--- src/rtl/loader_fsm.sv ---
// Boot-image loader: turns a byte stream (16-bit word count, then little-endian words) into IMEM writes.
// Optional trailing XOR checksum byte is enabled by defining LOADER_CHECKSUM_EN.
//
// state  | meaning
// CNT_LO | waiting for low byte of word count
// CNT_HI | waiting for high byte of word count; validates N
// DATA   | assembling payload bytes into a word
// WRITE  | one-cycle IMEM write strobe, bumps words_loaded
// CHK    | waiting for checksum byte (LOADER_CHECKSUM_EN only)
// DONE   | image loaded, sticky until reset
// ERROR  | image rejected, sticky until reset
module loader_fsm #(
    parameter logic [31:0] ADDR_BASE = 32'h0000_0000,
    parameter int          MAX_WORDS = 1024
) (
    input  logic        clk,
    input  logic        rst,
    input  logic        byte_valid,
    input  logic [7:0]  byte_data,
    output logic        byte_ready,
    output logic        imem_we,
    output logic [31:0] imem_waddr,
    output logic [31:0] imem_wdata,
    output logic        loader_done,
    output logic        load_error,
    output logic [15:0] words_loaded
);

    typedef enum logic [2:0] {
        CNT_LO,
        CNT_HI,
        DATA,
        WRITE,
`ifdef LOADER_CHECKSUM_EN
        CHK,
`endif
        DONE,
        ERROR
    } state_t;

    localparam logic [16:0] MAX_W = 17'(MAX_WORDS);

    state_t      state_q, state_d;
    logic [15:0] count_q;
    logic [1:0]  byte_cnt_q;
    logic [23:0] word_buf_q;
    logic        accept;
    logic        rdy_state;
    logic        last_word;
    logic [15:0] n_full;
`ifdef LOADER_CHECKSUM_EN
    logic [7:0]  csum_q;
`endif

    assign accept    = byte_valid & byte_ready;
    assign n_full    = {byte_data, count_q[7:0]};
    assign last_word = ({1'b0, words_loaded} + 17'd1) >= {1'b0, count_q};

    always_comb begin
        state_d   = state_q;
        rdy_state = 1'b0;
        case (state_q)
            CNT_LO: begin
                rdy_state = 1'b1;
                if (accept) state_d = CNT_HI;
            end
            CNT_HI: begin
                rdy_state = 1'b1;
                if (accept) begin
                    if (n_full == 16'd0)
                        state_d = DONE;
                    else if ({1'b0, n_full} > MAX_W)
                        state_d = ERROR;
                    else
                        state_d = DATA;
                end
            end
            DATA: begin
                rdy_state = 1'b1;
                if (accept && byte_cnt_q == 2'd3) state_d = WRITE;
            end
            WRITE: begin
                if (!last_word)
                    state_d = DATA;
                else
`ifdef LOADER_CHECKSUM_EN
                    state_d = CHK;
`else
                    state_d = DONE;
`endif
            end
`ifdef LOADER_CHECKSUM_EN
            CHK: begin
                rdy_state = 1'b1;
                if (accept) state_d = (byte_data == csum_q) ? DONE : ERROR;
            end
`endif
            default: ;
        endcase
    end

    // Ready is masked by reset so nothing is offered while the loader is held.
    assign byte_ready  = rst & rdy_state;
    assign imem_we     = (state_q == WRITE);
    assign loader_done = (state_q == DONE);
    assign load_error  = (state_q == ERROR);

    always_ff @(posedge clk or negedge rst) begin
        if (!rst) begin
            state_q      <= CNT_LO;
            count_q      <= '0;
            byte_cnt_q   <= '0;
            word_buf_q   <= '0;
            imem_waddr   <= ADDR_BASE;
            imem_wdata   <= '0;
            words_loaded <= '0;
`ifdef LOADER_CHECKSUM_EN
            csum_q       <= '0;
`endif
        end else begin
            state_q <= state_d;
            if (accept) begin
                case (state_q)
                    CNT_LO: count_q[7:0] <= byte_data;
                    CNT_HI: count_q      <= n_full;
                    DATA: begin
`ifdef LOADER_CHECKSUM_EN
                        csum_q <= csum_q ^ byte_data;
`endif
                        // Bytes shift in from the top, so the first byte ends up in [7:0].
                        if (byte_cnt_q == 2'd3) begin
                            imem_wdata <= {byte_data, word_buf_q};
                            imem_waddr <= ADDR_BASE + {14'd0, words_loaded, 2'b00};
                            byte_cnt_q <= 2'd0;
                        end else begin
                            word_buf_q <= {byte_data, word_buf_q[23:8]};
                            byte_cnt_q <= byte_cnt_q + 2'd1;
                        end
                    end
                    default: ;
                endcase
            end
            if (state_q == WRITE) words_loaded <= words_loaded + 16'd1;
        end
    end

endmodule

--- config.mk ---
export PLATFORM = sky130hd
export DESIGN_NAME = loader_fsm
export DESIGN_NICKNAME = d
export VERILOG_FILES = /design/src/rtl/loader_fsm.sv
export SDC_FILE = /design/constraint.sdc
export NUM_CORES = 1
export LEC_CHECK = 0
export BUFFER_PORTS_ARGS = -buffer_cell sky130_fd_sc_hd__clkbuf_2
export CAP_MARGIN = 5
export CELL_PAD_IN_SITES_DETAIL_PLACEMENT = 1
export CELL_PAD_IN_SITES_GLOBAL_PLACEMENT = 1
export CORE_MARGIN = 3
export CORE_UTILIZATION = 45
export CTS_BUF_LIST = sky130_fd_sc_hd__clkbuf_16
export DETAILED_ROUTE_END_ITERATION = 8
export GPL_ROUTABILITY_DRIVEN = 0
export HOLD_SLACK_MARGIN = 0.05
export PLACE_DENSITY_LB_ADDON = 0.1
export SYNTH_ARGS = -nofsm -noshare
export SYNTH_HDL_FRONTEND = slang
export SYNTH_SLANG_ARGS = --single-unit
--- constraint.sdc ---
create_clock -name clk -period 5.42 [get_ports clk]
set_clock_uncertainty 0.05 [all_clocks]
set_input_delay 0.271 -clock clk [delete_from_list [all_inputs] [get_ports clk]]
set_output_delay 0.271 -clock clk [all_outputs]
set_load 0.1 [all_outputs]
==> impl_metrics.toml, run 1 <==
[run_status]
status = "completed"

[route]
ant_nets = 0
num_vias = 3196
post_drt_wl_per_cell_um = 17.04
drt-initial-drc-count = 120
viasPerCell = 5.130
first_pass_iters = 4
wirelength_mm = 10.62
drc_errors = 0

[die]
ios = 95
die_h_um = 113.4
initial_core_util_pct = 47.02
rows = 38
die_area_um2 = 12850
die_w_um = 113.4
core_um2 = 11030

[synth]
ys_seq_area_share_pct = 52.59
yosys.area.top_type = "dfrtp_1"
ys_types = 42
syn_area_um2 = 5186
ys_warn_count = 0
ys_ff_latch = 109
async_flop_share_pct = 100.0
post-synth-top-count-cell = "dfrtp_1"
synth-edff-count = 0
syn_inst = 406
synthFlopType = "dfrtp_1"
synth_commonest_cells = "dfrtp_1 (109), mux2_2 (55), mux2_4 (27)"
syn_avg_cell_area_um2 = 12.77
synth_area_leaders = "dfrtp_1 (53%), mux2_2 (12%), mux2_4 (7.8%)"
netlist.area_leader.share_pct = 52.59

[sta]
tns_ns = 0
worstMarginPinSlew_ns = 0.8481
min_period_ns = 3.071
hold_viol_final = 0
rsz0062_at_grt = "false"
maxSlewHeadroom_pct = 43.46
fin_ws_ns = 2.349
slew_violations = 0
fin_crit_sh_pct = 56.66
clock.fmax_ghz = 0.3257
setup_viol = 0

[finish]
n_fill_cell = 1170
syn_to_final_growth_pct = 13.22
layout.nets = 510
final_layout_size_suffix_gt1_share_pct = 38.72
antennaDiodeCount = 0

[worst_setup_path]
cp_max_fo = 7
start_kind = "flip-flop"
crit_required_ns = 5.59
ff2ff_setup_slack_ns = 2.35
arrival_ns = 3.24
criticalPathCategory = "reg2reg"
cp-end-kind = "flip-flop"

[global_route]
gr-total-overflow = 0
antenna_found_initial = 0
grt_usage_pct = 17.48
grt_start_max_net_pins = 71
grt_pass1_vias = 3347
grt_pass1_wl_mm = 17.79

[place]
hpwl_mm = 7.752
place_ws_ns = 2.344
io_buffers = 78

[cts]
worstSkewPairLatency_ns = 0.34
post_cts_buffers = 0
clk_pin_slew_ns = 0.07
clockRootBuffer = "clkbuf_16"
cts_htree_levels = 3
cts_tree = "built"
cts_buffer_depth = 2
numCtsBuffers = 9
cts-resized-gates = 0
cts_sinks = 109

[power]
ir_drop_v = 0.0001543
p_leak_nw = 3.228
powerDensity_nw_per_um2 = 258.7

[worst_hold_path]
hold_path_class = "in2reg"

[run]
cap_violations = 0
where the power goes:
part / switching (W) / internal (W) / leakage (nW) / total (W)
Sequential: 0 / 0.000813 / 1.48 / 0.000813
Clock: 0.000279 / 0.000351 / 0.137 / 0.000630
Combinational: 0.0000710 / 0.00000482 / 1.61 / 0.0000758
placed cells by master, fill, tap and decap left out, drive strengths merged:
cell type      n
or3            1
bufinv         1
clkbuf        86
mux2i          1
nand2b         2
dlygate4sd3    1
o21ai         12
a2111oi        1
or2            1
nand3         18
clkinv         3
xor2          12
nand4          2
ha            18
o32ai          1
a211oi         1
nor4           3
conb          16
a32oi          1
a31oi          2
inv           20
o22a           1
mux2          82
xnor2         17
nor2b          2
buf            5
dfrtp        109
and2           1
nor2          17
nand2         26
a21oi          5
nor3           7
and3           6
a21o           2
timing repair:
action | CTS | global route
setup endpoints to repair | 0 | 0
hold buffers | 1 | 0
hold endpoints to repair | 39 | 0
worst max-delay path: stages, from the launching register on:
cell and delay (ns):
dfrtp_1 0.51, ha_1 0.29, nand3_2 0.13, nor3_2 0.34
nand3_1 0.16, xnor2_1 0.16, ha_1 0.31, a21oi_1 0.19
nor2_1 0.07, a2111oi_0 0.27, nand2_1 0.11, a32oi_1 0.23
o21ai_0 0.12
cells by family after synthesis:
group / synth area share [%]
compound gates: 2.992
xor+xnor: 4.897
fa+ha+maj: 4.343
buf+inv: 6.441
flops: 52.59
mux: 19.95
other cells: 0.07231
simple gates: 8.710
routing by layer:
metal	GRT usage [%]	up-vias	part of all wire, %
met5	0	-	0
met4	6.811	0	1.7
met3	2.674	12	3.2
met2	28.87	65	49
met1	23.25	1617	46
li1	-	1502	-
registers in the layout, summed over array words and instances (netlist names):
name	count
state_q	3
imem_wdata	32
words_loaded	16
count_q	16
imem_waddr	16
word_buf_q	24
byte_cnt_q	2
through the flow:
| step | hold slack (ns) | utilization (%) | instances | cell area (um^2) | power [W] |
|---|---|---|---|---|---|
| after global routing | 0.2240 | 53.23 | 623 | 5872 | 0.001584 |
| final | 0.2104 | 53.23 | 623 | 5872 | 0.001519 |
| after detailed placement | 0.2440 | 50.62 | 609 | 5584 | 0.0009054 |
| after floorplan | -0.07459 | - | 421 | 5243 | 0.0008873 |
| after global placement | 0.2409 | 50.62 | 609 | 5584 | 0.0009052 |
| after CTS | 0.2038 | 53.23 | 623 | 5872 | 0.001545 |
final timing paths:
kind / from / endpoint / cells after the start
max reg2reg: words_loaded[0]$_DFFE_PN0P_ / state_q[2]$_DFFE_PN0P_ / 12
min: byte_data[1] / count_q[1]$_DFFE_PN0P_ / 3
min in group asynchronous: rst / word_buf_q[0]$_DFFE_PN0P_ / 2
max: words_loaded[0]$_DFFE_PN0P_ / state_q[2]$_DFFE_PN0P_ / 12
min reg2reg: byte_cnt_q[0]$_DFFE_PN0P_ / byte_cnt_q[0]$_DFFE_PN0P_ / 1
max in group asynchronous: rst / imem_waddr[14]$_DFFE_PN0P_ / 3
final cells by class:
type | instances | area (um^2) | area share, %
well taps | 140 | 175.2 | 2.983
clock buffers | 9 | 225.2 | 3.836
multi-input cells | 258 | 2183 | 37.18
clock inverters | 4 | 52.55 | 0.8950
inverters | 20 | 75.07 | 1.279
flip-flops and latches | 109 | 2728 | 46.45
repair buffers | 83 | 432.9 | 7.373
Note: power is estimated with default switching activity, not from simulation.
==> run 2, diff against run 1 <==
- CORE_UTILIZATION: 45 -> 40
- clock period: 5.42 -> 2.7 ns (I/O delays scaled with it)
==> impl_metrics.toml, run 2 (synthesized netlist as in run 1, its figures left out) <==
[run_status]
status = "completed"

[global_route]
use_met2_pct = 26.59
busiest_layer = "met2"
grt_pass1_wl_mm = 18.51
grt_pass1_vias = 3480
gr-total-overflow = 0
grt_start_max_net_pins = 56
met1_usage_pct = 21.54
gr-usage-met3_pct = 3.299
antenna_found_initial = 0
grt_usage_pct = 16.29

[worst_setup_path]
start_kind = "flip-flop"
path_delay_family = "simple AND/OR/NAND/NOR gates"
crit_top_cell = "nand3_2"
critPathMaxStageDelay_ns = 0.43
arrival_ns = 2.94
path_cells = "and3_4 -> nand3_4 -> nor3_4 -> nand3_2 -> buf_4 -> xnor2_1 -> ha_1 -> nand3_2 -> nor3_2 -> a2111oi_2 -> nand2_1 -> a32oi_2 -> o22a_1"
ff2ff_setup_slack_ns = 0.002
cp_num_buf_inv = 1
slowest_stage = "dfrtp_4"
cp_max_fo = 3
cp-end-kind = "flip-flop"
crit_required_ns = 2.94
criticalPathCategory = "reg2reg"

[die]
core_um2 = 12360
die_w_um = 119.9
rows = 40
die_h_um = 119.9
initial_core_util_pct = 41.95
die_area_um2 = 14370
ios = 95

[sta]
clock.fmax_ghz = 0.3706
slew_violations = 0
maxSlewHeadroom_pct = 52.16
fin_crit_sh_pct = 99.93
hold_viol_final = 0
fin_ws_ns = 0.001858
setup_viol = 0
rsz0062_at_grt = "true"
worstMarginPinSlew_ns = 0.7176
min_period_ns = 2.698

[cts]
clockRootBuffer = "clkbuf_16"
cts_sinks = 109
cts_buffer_depth = 2
cts_tree = "built"
cts_htree_levels = 3
worstSkewPairLatency_ns = 0.35
clk_pin_slew_ns = 0.07
numCtsBuffers = 9

[finish]
final_layout_size_suffix_gt1_share_pct = 45.60
top_register = "imem_wdata"
layout_common_cells = "dfrtp_1 (96), clkbuf_2 (77), mux2_2 (55)"
largest_reg_flops = 32
n_fill_cell = 1333
multi_input_area_um2 = 2226
final_area_um2 = 6187
mostFrequentLayoutCell = "dfrtp_1"
ff_latch_area_um2 = 2766
top_regs = "imem_wdata (32), word_buf_q (24)"
syn_to_final_growth_pct = 19.30
layout.nets = 535
antennaDiodeCount = 0

[route]
num_vias = 3270
ant_nets = 0
wirelength_mm = 11.19
drt-initial-drc-count = 126
drc_errors = 0
first_pass_iters = 4
post_drt_wl_per_cell_um = 16.48
viasPerCell = 4.816

[run]
cap_violations = 0

[place]
io_buffers = 78
dpl_cell_area_um2 = 5828
hpwl_mm = 8.106
place_ws_ns = -0.1106

[power]
p_leak_nw = 3.367
powerDensity_nw_per_um2 = 489.8
ir_drop_v = 0.0002658

[worst_hold_path]
hold_path_class = "in2reg"
run 2: cell type report:
class                   instances  share of cell area, %
flip-flops and latches        109                  44.71
multi-input cells             258                  35.98
repair buffers                108                  10.27
clock buffers                   9                  3.640
well taps                     168                  3.397
inverters                      20                  1.213
clock inverters                 7                 0.7887
run 2: worst paths after layout:
kind | endpoint | cells past startpoint | from
max | state_q[1]$_DFFE_PN0P_ | 13 | words_loaded[2]$_DFFE_PN0P_
min | count_q[5]$_DFFE_PN0P_ | 3 | byte_data[5]
max reg2reg | state_q[1]$_DFFE_PN0P_ | 13 | words_loaded[2]$_DFFE_PN0P_
min reg2reg | imem_waddr[6]$_DFFE_PN0P_ | 2 | imem_waddr[6]$_DFFE_PN0P_
max in group asynchronous | words_loaded[7]$_DFFE_PN0P_ | 4 | rst
min in group asynchronous | word_buf_q[16]$_DFFE_PN0P_ | 3 | rst
run 2: per-layer routing:
metal / vias up / routed length, um
met4: 0 / 186
met1: 1632 / 5220
li1: 1554 / -
met3: 14 / 382
met2: 70 / 5403
met5: - / 0
run 2: metrics by stage:
stage	util (%)	hold slack [ns]	power (W)	TNS, ns	cells
3_5_place_dp	47.15	0.2855	0.001819	-0.2150	657
5_1_grt	50.05	0.08001	0.003166	-0.2612	679
3_3_place_gp	47.15	0.2710	0.001819	-0.1489	657
4_1_cts	49.64	0.05621	0.003085	0	675
6_report	50.05	0.06280	0.003031	0	679
2_1_floorplan	-	-0.2106	0.001781	-0.4470	421
run 2: repair_timing:
action / CTS / global route
setup buffers: 0 / 4
pin swaps: 2 / 10
resized for setup: 2 / 6
setup endpoints to repair: 2 / 2
hold buffers: 2 / 0
hold endpoints to repair: 55 / 0
run 2: worst min-delay path: stages:
cell and delay [ns]:
clkbuf_2 0.15, nand2_1 0.06, o21ai_0 0.07
run 2: where the power goes:
| part | leakage (nW) | switching (W) | internal, W | total [W] |
|---|---|---|---|---|
| clock | 0.138 | 0.000615 | 0.000630 | 0.00124 |
| combinational | 1.77 | 0.000143 | 0.0000115 | 0.000155 |
| sequential | 1.46 | 0 | 0.00163 | 0.00163 |
| total | 3.37 | 0.000758 | 0.00227 | 0.00303 |
